[src/rtl/trng_pkg.sv]
// Shared types and helpers for the TRNG byte collector and its output FIFO.
package trng_pkg;

  typedef enum logic [1:0] {
    IDLE,
    COLLECT,
    FAULT
  } state_e;

  localparam int BYTE_W = 8;

  // Pointer carries one extra wrap bit so full and empty can be told apart.
  function automatic int ptrWidth(input int depth);
    return $clog2(depth) + 1;
  endfunction

endpackage

[src/rtl/trng_sync_fifo.sv]
// Synchronous first-word-fall-through FIFO with flush, fill count and sync active-low reset.
module trng_sync_fifo
  import trng_pkg::*;
#(
  parameter int DEPTH = 4,
  parameter int WIDTH = BYTE_W
) (
  input  logic                   i_clk,
  input  logic                   i_rst_n,
  input  logic                   i_flush,
  input  logic                   i_push,
  input  logic                   i_pop,
  input  logic [WIDTH-1:0]       i_data,
  output logic [WIDTH-1:0]       o_data,
  output logic                   o_full,
  output logic                   o_empty,
  output logic [$clog2(DEPTH):0] o_fill
);

  localparam int PW = ptrWidth(DEPTH);
  localparam int AW = PW - 1;

  logic [PW-1:0]    wrPtr_q, wrPtr_d;
  logic [PW-1:0]    rdPtr_q, rdPtr_d;
  logic [WIDTH-1:0] mem_q [DEPTH];
  logic             doPush;
  logic             doPop;

  assign o_empty = (wrPtr_q == rdPtr_q);
  assign o_full  = (wrPtr_q[AW] != rdPtr_q[AW]) && (wrPtr_q[AW-1:0] == rdPtr_q[AW-1:0]);
  assign o_fill  = wrPtr_q - rdPtr_q;
  assign o_data  = mem_q[rdPtr_q[AW-1:0]];

  // A full FIFO still accepts a push when the head is popped in the same edge.
  assign doPop  = i_pop && !o_empty;
  assign doPush = i_push && (!o_full || doPop);

  always_comb begin
    wrPtr_d = wrPtr_q;
    rdPtr_d = rdPtr_q;
    if (i_flush) begin
      wrPtr_d = '0;
      rdPtr_d = '0;
    end else begin
      if (doPush) wrPtr_d = wrPtr_q + PW'(1);
      if (doPop)  rdPtr_d = rdPtr_q + PW'(1);
    end
  end

  always_ff @(posedge i_clk) begin
    if (!i_rst_n) begin
      wrPtr_q <= '0;
      rdPtr_q <= '0;
      for (int i = 0; i < DEPTH; i++) mem_q[i] <= '0;
    end else begin
      wrPtr_q <= wrPtr_d;
      rdPtr_q <= rdPtr_d;
      if (doPush && !i_flush) mem_q[wrPtr_q[AW-1:0]] <= i_data;
    end
  end

endmodule

[src/rtl/trng_byte_collector.sv]
// Packs debiased TRNG bits MSB-first into bytes, runs a repetition-count health
// test on the stream and buffers completed bytes in a small FWFT FIFO.
module trng_byte_collector
  import trng_pkg::*;
#(
  parameter int FIFO_DEPTH = 4,
  parameter int REP_LIMIT  = 16
) (
  input  logic                        i_clk,
  input  logic                        i_rst_n,
  input  logic                        i_en,
  input  logic                        i_random,
  input  logic                        i_valid,
  input  logic                        i_rd,
  input  logic                        i_clr,
  output logic [BYTE_W-1:0]           o_data,
  output logic                        o_data_valid,
  output logic [$clog2(FIFO_DEPTH):0] o_fill,
  output logic                        o_overflow,
  output logic                        o_health_fail
);

  localparam int RW = $clog2(REP_LIMIT + 1);

  state_e            state_q, state_d;
  logic [BYTE_W-2:0] shreg_q, shreg_d;
  logic [2:0]        bitCnt_q, bitCnt_d;
  logic [RW-1:0]     runCnt_q, runCnt_d;
  logic              lastBit_q, lastBit_d;
  logic              overflow_q, overflow_d;
  logic              healthFail_q, healthFail_d;

  logic [RW-1:0]     runNext;
  logic [BYTE_W-1:0] pushData;
  logic              accept, trip, push, pop;
  logic              fifoFull, fifoEmpty;

  // A run count of zero marks "no previous bit", so the next accepted bit restarts at 1.
  assign accept   = (state_q == COLLECT) && i_en && i_valid;
  assign runNext  = ((runCnt_q != '0) && (i_random == lastBit_q)) ? runCnt_q + RW'(1) : RW'(1);
  assign trip     = accept && (runNext == RW'(REP_LIMIT));
  assign push     = accept && !trip && (bitCnt_q == 3'd7) && !i_clr;
  assign pushData = {shreg_q, i_random};

  assign o_data_valid  = !fifoEmpty && (state_q != FAULT);
  assign pop           = i_rd && o_data_valid && !i_clr;
  assign o_overflow    = overflow_q;
  assign o_health_fail = healthFail_q;

  always_comb begin
    state_d      = state_q;
    shreg_d      = shreg_q;
    bitCnt_d     = bitCnt_q;
    runCnt_d     = runCnt_q;
    lastBit_d    = lastBit_q;
    overflow_d   = overflow_q;
    healthFail_d = healthFail_q;
    if (i_clr) begin
      state_d      = i_en ? COLLECT : IDLE;
      shreg_d      = '0;
      bitCnt_d     = '0;
      runCnt_d     = '0;
      lastBit_d    = 1'b0;
      overflow_d   = 1'b0;
      healthFail_d = 1'b0;
    end else begin
      unique case (state_q)
        IDLE: begin
          if (i_en) state_d = COLLECT;
        end
        COLLECT: begin
          if (!i_en || trip) begin
            state_d  = i_en ? FAULT : IDLE;
            shreg_d  = '0;
            bitCnt_d = '0;
            runCnt_d = '0;
            if (i_en) healthFail_d = 1'b1;
          end else if (accept) begin
            shreg_d   = {shreg_q[BYTE_W-3:0], i_random};
            bitCnt_d  = bitCnt_q + 3'd1;
            runCnt_d  = runNext;
            lastBit_d = i_random;
            if (push && fifoFull && !pop) overflow_d = 1'b1;
          end
        end
        FAULT: begin
          state_d = FAULT;
        end
        default: state_d = IDLE;
      endcase
    end
  end

  always_ff @(posedge i_clk) begin
    if (!i_rst_n) begin
      state_q      <= IDLE;
      shreg_q      <= '0;
      bitCnt_q     <= '0;
      runCnt_q     <= '0;
      lastBit_q    <= 1'b0;
      overflow_q   <= 1'b0;
      healthFail_q <= 1'b0;
    end else begin
      state_q      <= state_d;
      shreg_q      <= shreg_d;
      bitCnt_q     <= bitCnt_d;
      runCnt_q     <= runCnt_d;
      lastBit_q    <= lastBit_d;
      overflow_q   <= overflow_d;
      healthFail_q <= healthFail_d;
    end
  end

  trng_sync_fifo #(
    .DEPTH(FIFO_DEPTH),
    .WIDTH(BYTE_W)
  ) u_fifo (
    .i_clk  (i_clk),
    .i_rst_n(i_rst_n),
    .i_flush(i_clr),
    .i_push (push),
    .i_pop  (pop),
    .i_data (pushData),
    .o_data (o_data),
    .o_full (fifoFull),
    .o_empty(fifoEmpty),
    .o_fill (o_fill)
  );

endmodule

[config.mk]
export PLATFORM = sky130hd
export DESIGN_NAME = trng_byte_collector
export DESIGN_NICKNAME = d
export VERILOG_FILES = /design/src/rtl/trng_pkg.sv /design/src/rtl/trng_sync_fifo.sv /design/src/rtl/trng_byte_collector.sv
export SDC_FILE = /design/constraint.sdc
export NUM_CORES = 1
export LEC_CHECK = 0
export CAP_MARGIN = 20
export CORE_ASPECT_RATIO = 2
export CORE_MARGIN = 2
export CORE_UTILIZATION = 45
export CTS_CLUSTER_DIAMETER = 60
export DETAILED_ROUTE_END_ITERATION = 6
export REMOVE_ABC_BUFFERS = 1
export SLEW_MARGIN = 5
export SYNTH_ARGS = -nofsm -noshare
export SYNTH_HDL_FRONTEND = slang
export SYNTH_SLANG_ARGS = --single-unit
[constraint.sdc]
create_clock -name i_clk -period 3.62 [get_ports i_clk]
set_clock_uncertainty 0.05 [all_clocks]
set_input_delay 0.543 -clock i_clk [delete_from_list [all_inputs] [get_ports i_clk]]
set_output_delay 0.543 -clock i_clk [all_outputs]
set_load 0.05 [all_outputs]
# ---- Yosys cells after proc, flatten, opt, wreduce, memory -nomap -nowiden
# Memories as Yosys holds them, arrays and structs flattened. A register that Yosys moved wholly into a read port is not among the register bits.
# Index checks and enable logic that the tools add are counted.
# W data, S select, Z words.
dict set report classes {
  reduce_logical 34
  n_bitwise 2
  n_eq_ne 11
  n_mux 22
  add_sub_neg 5
}
# op count
set ops {}
lappend ops {{$logic_and A1 B1 Y1} 16}
lappend ops {{$mux W5} 3}
lappend ops {{$mux W2} 7}
lappend ops {{$mux W7} 2}
lappend ops {{$add A3 B1 Y3 const B} 3}
lappend ops {{$mux W8} 1}
lappend ops {{$reduce_or A8 Y1} 1}
lappend ops {{$logic_not A1 Y1} 6}
lappend ops {{$mux W1} 6}
lappend ops {{$mux W3} 2}
lappend ops {{$pmux W2 S3} 1}
lappend ops {{$reduce_and A3 Y1} 2}
lappend ops {{$add A5 B1 Y5 const B} 1}
lappend ops {{$eq A5 B5 Y1 const B} 1}
lappend ops {{$reduce_bool A5 Y1} 1}
lappend ops {{$reduce_and A2 Y1} 2}
lappend ops {{$reduce_and A4 Y1} 1}
lappend ops {{$eq A3 B3 Y1} 1}
lappend ops {{$eq A3 B3 Y1 const B} 1}
lappend ops {{$ne A3 B2 Y1 const B} 1}
lappend ops {{$ne A3 B3 Y1 const B} 1}
lappend ops {{$sub A3 B3 Y3} 1}
lappend ops {{$eq A2 B1 Y1 const B} 1}
lappend ops {{$eq A2 B2 Y1} 1}
lappend ops {{other kinds (9)} 11}
dict set report totals {
  output_inout_bits 14
  mem_count 1
  elab_cells 84
  ram_bits 32
  register_bits 26
  in_bits 7
}
# memory words word_bits read_ports rd_ports_with_merged_regs wr line
set mem_list {}
lappend mem_list {u_fifo.mem_q 4 8 1 1 4 trng_sync_fifo.sv:25} ;# logic [WIDTH-1:0] mem_q [DEPTH];

# ---- Depth between registers and ports, before layout
# Gate-level depths: netlist of the first run.
dict set report depth {
  word_depth 16
  depth_mapped 8
  depth_no_buf 7
}

# ---- Modules after synthesis
# A second synthesis of the first run with hierarchy kept.
dict set report unflattened {
  hier_cells 255
  hier_area_um2 2897.8
}
# module area_each_um2 seq_area_each_um2 n_inst cells_per_inst
set modules_own_cells {}
lappend modules_own_cells {trng_sync_fifo 1876.8 1121.1 1 144}
lappend modules_own_cells {trng_byte_collector 1021.0 400.4 1 111}

# ---- Worst setup path before layout of the first run
# OpenSTA, ideal clock, no wires.
dict set report synth_path {
  path_kind {flip-flop to flip-flop}
  start {register runCnt_q[0]}
  end {memory u_fifo.mem_q[0][0] (netlist bit), enable pin}
  setup_ns 0.387
  slack_ns 0.694
  period_less_slack_ns 2.926
  t_arrival_ns 2.489
  required_ns 3.183
  path_stages_with_launch 9
  path_buffers 1
  path_cell_list {dfxtp_1 > inv_1 > ha_1 > or4b_4 > nor4bb_1 > a21oi_1 > nand3_1 > clkbuf_1 > o31ai_1}
}
# item line
set synth_lines {}
lappend synth_lines {{from (decl)} trng_byte_collector.sv:28} ;# logic [RW-1:0] runCnt_q, runCnt_d;
lappend synth_lines {{from (signal assigned)} trng_byte_collector.sv:107} ;# runCnt_q <= runCnt_d;
lappend synth_lines {{to (decl)} trng_sync_fifo.sv:25}

# ---- Worst setup path in the final report of the first run
dict set report layout_path {
  start {register u_fifo.wrPtr_q[0]}
  end {output port o_fill[2]}
}
dict set report layout_between {
  elab_chain_len 1
}
# item line
set layout_rtl {}
lappend layout_rtl {{from (decl)} trng_sync_fifo.sv:23} ;# logic [PW-1:0] wrPtr_q, wrPtr_d;
lappend layout_rtl {{from (signal assigned)} trng_sync_fifo.sv:56} ;# wrPtr_q <= wrPtr_d;
lappend layout_rtl {{$sub A3 B3 Y3} trng_sync_fifo.sv:31} ;# assign o_fill = wrPtr_q - rdPtr_q;
lappend layout_rtl {{to (decl)} trng_byte_collector.sv:18} ;# output logic [$clog2(FIFO_DEPTH):0] o_fill,
# Every way passes these cells.

==> out/qor.txt, run 1 <==
Status -> finished clean
Yosys reg bits -> 60
Top_reg_cell synth -> edfxtp_1
Mapped Area -> 2790 µm²
Post-route insts no fill -> 351
Max Cap Viol -> 0
Final Wtd Congestion -> 0.786
Share of layout cells above drive strength 1 -> 0.132
Post-CTS setup buffer count -> 0
H-tree levels -> 3
Startpoint types -> flop
Routed len/inst -> 16.1 µm
Chip width -> 59.7 µm
Final wirelength -> 5640 µm
Leak -> 1.14 nW
RSZ-0062 raised after global routing -> no
Worst path max stage delay -> 0.81 ns
Pre-antenna DRT Iters -> 4
CP endpoint kind -> output port
Family with the most delay on the worst path -> buffers and inverters
Ant. Diodes -> 0
Clock tree buffer depth -> 2
Synth Area per Inst -> 10.9 µm²
Rows -> 40
Reg2Reg Depth -> 8
I/O Buffers -> 20
Met2 usage -> 0.357
Ys async rst share -> 0
R2R Path End -> u_fifo.mem_q[1][2]
Critical R2R Launch -> runCnt_q[0]
Core area -> 6010 µm²
Die Ht -> 115 µm
Mapped Cells -> 255
Fmax -> 317 MHz
Pin count of the biggest net entering global routing -> 23
DR vias/cell -> 5.56
Worst-path cell chain -> inv_1, ha_1, fa_1, xnor2_1, clkdlybuf4s50_1
CP Max Fanout -> 9
Start point of the worst hold path -> o_health_fail
FF-to-FF setup slack -> 0.87 ns
Switching power -> 0.312 mW
Worst-Margin Slew -> 0.691 ns
CTS Buf Count -> 9
Vias in the first global route -> 1983
Layer with the highest usage -> met2
Setup TNS -> 0 ns
Pwr/cell area -> 458 nW/µm²
Area delta synth->final -> 19.7%
Seq/Total Area, Yosys -> 0.545
Cts hold-fix bufs -> 0
Total grt overflow -> 0
CTS tree -> yes
Tmin final -> 3.16 ns
Fillers -> 547
Met1 GRT Util -> 0.174
WHS Path Cells -> 2
Initial DRC count -> 50
Critical path buffers and inverters -> 2
Final setup vio count -> 0
Antenna viol nets, final -> 0
Worst-Skew Late Latency -> 0.32 ns
Worst-path clk slew -> 0.05 ns
Hold crit path type -> reg -> reg
Synth warn -> 0
Hpwl dp -> 4320 µm
Antenna violations before repair -> 0
Tot GR Track Use -> 0.191
Post-Place Cells -> 334
Slew Viols, Final -> 0
PostCTS Resize Cnt -> 0
Final hold vios -> 0
CP required -> 3.03 ns
Die area -> 6880 µm²
Drt drc -> 0
WS Path Type -> reg -> out
Power share of the sequential group -> 0.484
Slew HR -> 0.535
Crit-path slowest cell -> clkdlybuf4s50_1
Vias -> 1953
Synth cell types -> 42
EDFF count, synth -> 32
Post-layout net count -> 299
Global-route wire length before repair -> 9470 µm
Root Buffer -> clkbuf_16
Combinational share of power -> 0.048
Clock sinks -> 60
Pint -> 1.22 mW
Clk pwr share -> 0.469
Initial core utilization -> 0.465
Hold Path End -> o_health_fail
Io pins -> 21
Worst vdd ir -> 0.317 mV
GR Layer Usage met3 -> 0.0461
Fin crit share -> 0.872
Crit path DAT -> 2.57 ns
Sw Ratio -> 0.204
-- stage by stage --
stage,util,hold WS [ns],instance area (µm²),setup slack (ns),power (mW)
floorplan,-,0.399,2740,0.0362,0.791
global placement,0.513,0.406,3080,0.705,0.826
detailed placement,0.513,0.415,3080,0.591,0.827
CTS,0.555,0.422,3330,0.425,1.55
global route,0.556,0.432,3340,0.348,1.58
finish,0.556,0.418,3340,0.462,1.53
-- worst reg2reg max path: stages (launching register included) --
cell and delay, ns:
dfxtp_1 0.37, inv_1 0.08, ha_1 0.13, or4b_4 0.47, nor4bb_1 0.17, a21oi_1 0.20, nand3_1 0.12, o21ai_0 0.58
clkbuf_2 0.28
-- registers in the layout, summed over array words and instances, names as in the netlist, named ones only --
| register | count |
|---|---|
| o_health_fail | 1 |
| u_fifo.wrPtr_q | 3 |
| bitCnt_q | 3 |
| shreg_q | 7 |
| lastBit_q | 1 |
| u_fifo.mem_q | 32 |
| o_overflow | 1 |
| runCnt_q | 5 |
| u_fifo.rdPtr_q | 3 |
| state_q | 2 |
-- final cells by class --
type / instances / area (µm²) / share of cell area
clock buffer: 13 / 240 / 0.0719
clock inverter: 3 / 13.8 / 0.00412
inverter: 16 / 60.1 / 0.0180
multi-input combinational: 167 / 1160 / 0.347
sequential: 60 / 1520 / 0.456
tap: 63 / 78.8 / 0.0236
timing repair buffer: 29 / 265 / 0.0794
-- power groups by stage --
stage / sequential (mW) / clock (mW) / combinational, mW
after floorplan: 0.750 / 0 / 0.0407
after global routing: 0.741 / 0.765 / 0.0787
final: 0.740 / 0.717 / 0.0733
after detailed placement: 0.754 / 0 / 0.0733
after global placement: 0.753 / 0 / 0.0731
after CTS: 0.741 / 0.734 / 0.0736
-- cells in the final DEF (no fill, tap or decap), drive strengths merged, types with 2 or more instances in the layout --
| cell | n |
|---|---|
| a21oi | 9 |
| a22oi | 9 |
| a31oi | 3 |
| and3 | 3 |
| buf | 8 |
| clkbuf | 14 |
| clkdlybuf4s50 | 20 |
| clkinv | 3 |
| dfxtp | 28 |
| edfxtp | 32 |
| ha | 8 |
| inv | 16 |
| mux2i | 2 |
| mux4 | 8 |
| nand2 | 18 |
| nand2b | 3 |
| nand3 | 7 |
| nor2 | 33 |
| nor2b | 5 |
| nor3 | 19 |
| nor4 | 6 |
| o21ai | 7 |
| o31ai | 2 |
| or2 | 2 |
| or3 | 2 |
| xnor2 | 4 |
| xor2 | 3 |
-- cells in the mapped netlist, drive strengths merged, types with 3 or more instances --
| cell type | count | share of area |
|---|---|---|
| nand3 | 7 | 0.013 |
| a21oi | 9 | 0.016 |
| clkbuf | 10 | 0.013 |
| and3 | 3 | 0.0067 |
| a22oi | 9 | 0.024 |
| nor3 | 19 | 0.043 |
| nand2 | 18 | 0.024 |
| dfxtp | 28 | 0.20 |
| nor4 | 6 | 0.013 |
| xnor2 | 4 | 0.013 |
| xor2 | 3 | 0.0094 |
| mux4 | 8 | 0.065 |
| inv | 16 | 0.022 |
| o21ai | 7 | 0.013 |
| nand2b | 3 | 0.0067 |
| edfxtp | 32 | 0.34 |
| nor2 | 33 | 0.044 |
| nor2b | 5 | 0.011 |
| ha | 8 | 0.036 |
| a31oi | 3 | 0.0067 |
-- worst max-delay path by stage --
stage / endpoint / depth (start not counted) / slack (ns) / from
5_1_grt: o_fill[2] / 5 / 0.35 / u_fifo.wrPtr_q[0]
4_1_cts: o_fill[2] / 5 / 0.42 / u_fifo.wrPtr_q[0]
3_5_place_dp: u_fifo.mem_q[1][4] / 6 / 0.59 / i_random
3_3_place_gp: u_fifo.mem_q[1][0] / 6 / 0.70 / i_random
6_report: o_fill[2] / 5 / 0.46 / u_fifo.wrPtr_q[0]
2_1_floorplan: u_fifo.mem_q[0][0] / 7 / 0.04 / runCnt_q[0]
-- metal layers --
metal	vias up	wire length, µm
met1	918	2020
met5	-	0
met2	37	3330
met3	10	160
li1	988	-
met4	0	133
-- cells by family after synthesis --
kind of cell,share of synthesized area
and+or+nand+nor,0.192
AOI/OAI and AO/OA,0.0870
xor gates and xnor gates,0.0220
DFF,0.545
muxes,0.0717
buffers and inverters,0.0390
adders and majority gates,0.0431
Power figures use the tool's default switching activity.
==> run 2: changes to the inputs <==
Settings changed: CAP_MARGIN 20 to not set.
==> out/qor.txt, run 2 (synthesized netlist as in run 1, its figures left out) <==
Status -> finished clean
PostCTS Resize Cnt -> 0
Tot GR Track Use -> 0.191
Fin crit share -> 0.872
Final Wtd Congestion -> 0.786
Pwr/cell area -> 460 nW/µm²
Drt drc -> 0
Critical path buffers and inverters -> 2
Vias in the first global route -> 1983
Final wirelength -> 5650 µm
Clock sinks -> 60
Worst-Skew Late Latency -> 0.32 ns
CTS tree -> yes
Cts hold-fix bufs -> 0
Uppermost layer routed -> met4
M1 WL -> 2040 µm
Pint -> 1.22 mW
Clock tree buffer depth -> 2
Post-CTS setup buffer count -> 0
Post-route insts no fill -> 350
Biggest register -> u_fifo.mem_q
Power share of the sequential group -> 0.483
Io pins -> 21
Ant. Diodes -> 0
CP endpoint kind -> output port
Total grt overflow -> 0
Worst vdd ir -> 0.317 mV
Crit path DAT -> 2.56 ns
WS Path Type -> reg -> out
Pre-antenna DRT Iters -> 4
Vias -> 1951
Switching power -> 0.315 mW
Combinational share of power -> 0.048
Chip width -> 59.7 µm
Max FFs per register -> 32
Rows -> 40
Final setup vio count -> 0
Worst-path cell chain -> inv_1, ha_1, fa_1, xnor2_1, clkdlybuf4s50_1
Share of layout cells above drive strength 1 -> 0.129
Max Cap Viol -> 0
DR vias/cell -> 5.57
Core area -> 6010 µm²
Hpwl dp -> 4320 µm
Initial core utilization -> 0.465
Pin count of the biggest net entering global routing -> 23
Die area -> 6880 µm²
Commonest non-fill, non-tap cell in the layout -> nor2_1
CTS Buf Count -> 9
Die Ht -> 115 µm
Crit-path slowest cell -> clkdlybuf4s50_1
Sw Ratio -> 0.205
Met2 WL -> 3320 µm
Root Buffer -> clkbuf_16
I/O Buffers -> 20
Routed len/inst -> 16.1 µm
Post-layout net count -> 298
Final hold vios -> 0
Antenna violations before repair -> 0
Hold crit path type -> reg -> reg
Worst-Margin Slew -> 1.17 ns
Fmax -> 317 MHz
Most frequent cells in the layout -> nor2_1 (33), edfxtp_1 (32), dfxtp_1 (28), clkdlybuf4s50_1 (20), nand2_1 (18)
Setup TNS -> 0 ns
Antenna viol nets, final -> 0
Worst-path clk slew -> 0.05 ns
Regs by FF count -> u_fifo.mem_q: 32 flops, shreg_q: 7 flops, runCnt_q: 5 flops
Family with the most delay on the worst path -> buffers and inverters
Slew HR -> 0.211
H-tree levels -> 3
Met3 routed WL -> 153 µm
CP Max Fanout -> 9
Area delta synth->final -> 19.5%
Worst path max stage delay -> 0.81 ns
Startpoint types -> flop
Slew Viols, Final -> 0
Post-Place Cells -> 334
Initial DRC count -> 47
Tmin final -> 3.16 ns
CP required -> 3.03 ns
Clk pwr share -> 0.470
Global-route wire length before repair -> 9470 µm
Leak -> 1.13 nW
RSZ-0062 raised after global routing -> no
run 2: per-stage QoR:
stage                     worst slack, ns  hold WS, ns  total power [mW]  utilization  instance area [µm²]
after global routing                0.348        0.432              1.58        0.555                 3330
final                               0.463        0.418              1.53        0.555                 3330
after CTS                           0.425        0.422              1.55        0.555                 3330
after detailed placement            0.591        0.415             0.827        0.513                 3080
after global placement              0.705        0.406             0.826        0.513                 3080
after floorplan                    0.0362        0.399             0.791            -                 2740
run 2: path summary, 6_finish.rpt:
| path | depth (start not counted) | slack, ns | endpoint | from |
|---|---|---|---|---|
| setup / recovery | 5 | 0.46 | o_fill[2] | u_fifo.wrPtr_q[0] |
| hold / removal | 2 | 0.42 | o_health_fail | o_health_fail |
| setup reg to reg | 7 | 0.71 | u_fifo.mem_q[1][4] | runCnt_q[0] |
| hold reg to reg | 2 | 0.42 | o_health_fail | o_health_fail |
run 2: worst register-to-register path, cell delays in order (launching register included):
cell	delay, ns
dfxtp_1	0.37
inv_1	0.08
ha_1	0.13
or4b_4	0.47
nor4bb_1	0.17
a21oi_1	0.20
nand3_1	0.12
o21ai_0	0.93
run 2: final cells by class:
type / instances / area, µm²
fill: 548 / 2670
sequential: 60 / 1520
multi-input combinational: 167 / 1160
timing repair buffer: 28 / 260
clock buffer: 13 / 240
tap: 63 / 78.8
inverter: 16 / 60.1
clock inverter: 3 / 13.8
run 2: power groups by stage:
| stage | sequential (mW) | clock [mW] | combinational (mW) |
|---|---|---|---|
| floorplan | 0.750 | 0 | 0.0407 |
| global placement | 0.753 | 0 | 0.0731 |
| detailed placement | 0.754 | 0 | 0.0733 |
| CTS | 0.741 | 0.734 | 0.0736 |
| global route | 0.741 | 0.765 | 0.0782 |
| finish | 0.740 | 0.720 | 0.0729 |
run 2: metal layers:
layer	up-vias	track usage
met5	-	0
met4	0	0.111
met3	11	0.0461
met2	31	0.357
met1	922	0.174
li1	987	-
==> run 3: changes to the inputs <==
Settings changed: CORE_ASPECT_RATIO 2 to 0.7.
==> out/qor.txt, run 3 (synthesized netlist as in run 1, its figures left out) <==
Slew Viols, Final -> 0
Pin count of the biggest net entering global routing -> 23
Area delta synth->final -> 17.9%
Place WS -> 0.546 ns
Fin crit share -> 0.905
Most frequent cells in the layout -> nor2_1 (33), edfxtp_1 (32), dfxtp_1 (28), clkdlybuf4s50_1 (20), nand2_1 (18)
Final setup vio count -> 0
Critical R2R Launch -> u_fifo.wrPtr_q[0]
Clock tree buffer depth -> 2
Startpoint types -> flop
Final hold vios -> 0
CP Max Fanout -> 9
Io pins -> 21
Post-CTS setup buffer count -> 0
Crit path capture -> o_fill[2]
Worst vdd ir -> 0.204 mV
Commonest non-fill, non-tap cell in the layout -> nor2_1
Max FFs per register -> 32
Total grt overflow -> 0
Worst-path clk slew -> 0.06 ns
Die Ht -> 69.9 µm
DR vias/cell -> 5.55
WS Path Type -> reg -> out
Area occupied by multi-input gates -> 1160 µm²
H-tree levels -> 3
Rows -> 23
Fillers -> 531
Final wirelength -> 6210 µm
PostCTS Resize Cnt -> 0
Antenna violations before repair -> 0
Worst-Margin Slew -> 1.19 ns
Storage element area -> 1520 µm²
Clock sinks -> 60
Setup TNS -> 0 ns
Initial DRC count -> 177
Drt drc -> 0
RSZ-0062 raised after global routing -> no
Start point of the worst hold path -> lastBit_q
Tmin final -> 3.28 ns
Switching power -> 0.304 mW
CP Launch Point -> u_fifo.wrPtr_q[0]
R2R Path End -> u_fifo.mem_q[2][0]
Sw Ratio -> 0.218
CTS Buf Count -> 9
Vias -> 2010
Regs by FF count -> u_fifo.mem_q: 32 flops, shreg_q: 7 flops, runCnt_q: 5 flops
Power share of the sequential group -> 0.530
Core area -> 5840 µm²
Pre-antenna DRT Iters -> 4
Hold crit path type -> reg -> reg
Crit path DAT -> 2.68 ns
Final Wtd Congestion -> 0.810
I/O Buffers -> 20
Routed len/inst -> 17.2 µm
Post-route setup slack -> 0.345 ns
Share of layout cells above drive strength 1 -> 0.132
Worst-Skew Late Latency -> 0.34 ns
Max Cap Viol -> 0
Biggest register -> u_fifo.mem_q
Die area -> 6860 µm²
Root Buffer -> clkbuf_8
Cts hold-fix bufs -> 0
FF-to-FF setup slack -> 0.61 ns
CP required -> 3.03 ns
Reg2Reg Depth -> 7
Initial core utilization -> 0.478
CTS tree -> yes
Pint -> 1.09 mW
Post-Place Cells -> 346
Ant. Diodes -> 0
Post-route insts no fill -> 362
Pwr/cell area -> 424 nW/µm²
Tot GR Track Use -> 0.195
Clk pwr share -> 0.417
Fmax -> 305 MHz
Status -> finished clean
Global-route wire length before repair -> 10200 µm
Leak -> 1.11 nW
Chip width -> 98.1 µm
Combinational share of power -> 0.054
Vias in the first global route -> 1937
Antenna viol nets, final -> 0
Post-layout net count -> 298
CP endpoint kind -> output port
Hpwl dp -> 4360 µm
Slew HR -> 0.197
==> run 3: cell type report <==
type,instances,area share
Sequential cell,60,0.463
Multi-Input combinational cell,167,0.353
Timing Repair Buffer,28,0.0791
Clock buffer,15,0.0574
Tap cell,75,0.0285
Inverter,16,0.0183
Clock inverter,1,0.00152
==> run 3: worst min-delay path by stage <==
stage / to / slack (ns) / cells after the start
after detailed placement: lastBit_q / 0.42 / 2
after floorplan: lastBit_q / 0.40 / 2
final: lastBit_q / 0.43 / 2
after CTS: lastBit_q / 0.43 / 2
after global routing: lastBit_q / 0.46 / 2
after global placement: o_health_fail / 0.40 / 2
==> run 3: worst max-delay path, cell delays in order (launching register included) <==
cell and delay [ns]:
dfxtp_1 0.53, inv_1 0.21, ha_1 0.24, fa_1 0.37, xnor2_1 0.16, clkdlybuf4s50_1 0.82
==> run 3: stage by stage <==
step	hold WS [ns]	total power, mW	instance area [µm²]	util
after floorplan	0.399	0.791	2740	-
after global placement	0.404	0.827	3100	0.530
after detailed placement	0.422	0.828	3100	0.530
after CTS	0.431	1.41	3290	0.563
after global routing	0.456	1.44	3290	0.563
final	0.428	1.40	3290	0.563
==> run 3: power by group through the flow <==
stage | logic (mW) | registers (mW) | clock network, mW
after floorplan | 0.0407 | 0.750 | 0
after global placement | 0.0742 | 0.753 | 0
after detailed placement | 0.0747 | 0.754 | 0
after CTS | 0.0753 | 0.739 | 0.595
after global routing | 0.0801 | 0.741 | 0.624
final | 0.0751 | 0.739 | 0.581
==> run 3: metal layers <==
layer  GRT usage  vias to the layer above  share of wire
met1       0.294                      965           0.52
met2       0.264                       59           0.42
li1            -                      979              -
met3      0.0651                        7          0.061
met5           0                        -              0
met4      0.0633                        0         0.0061
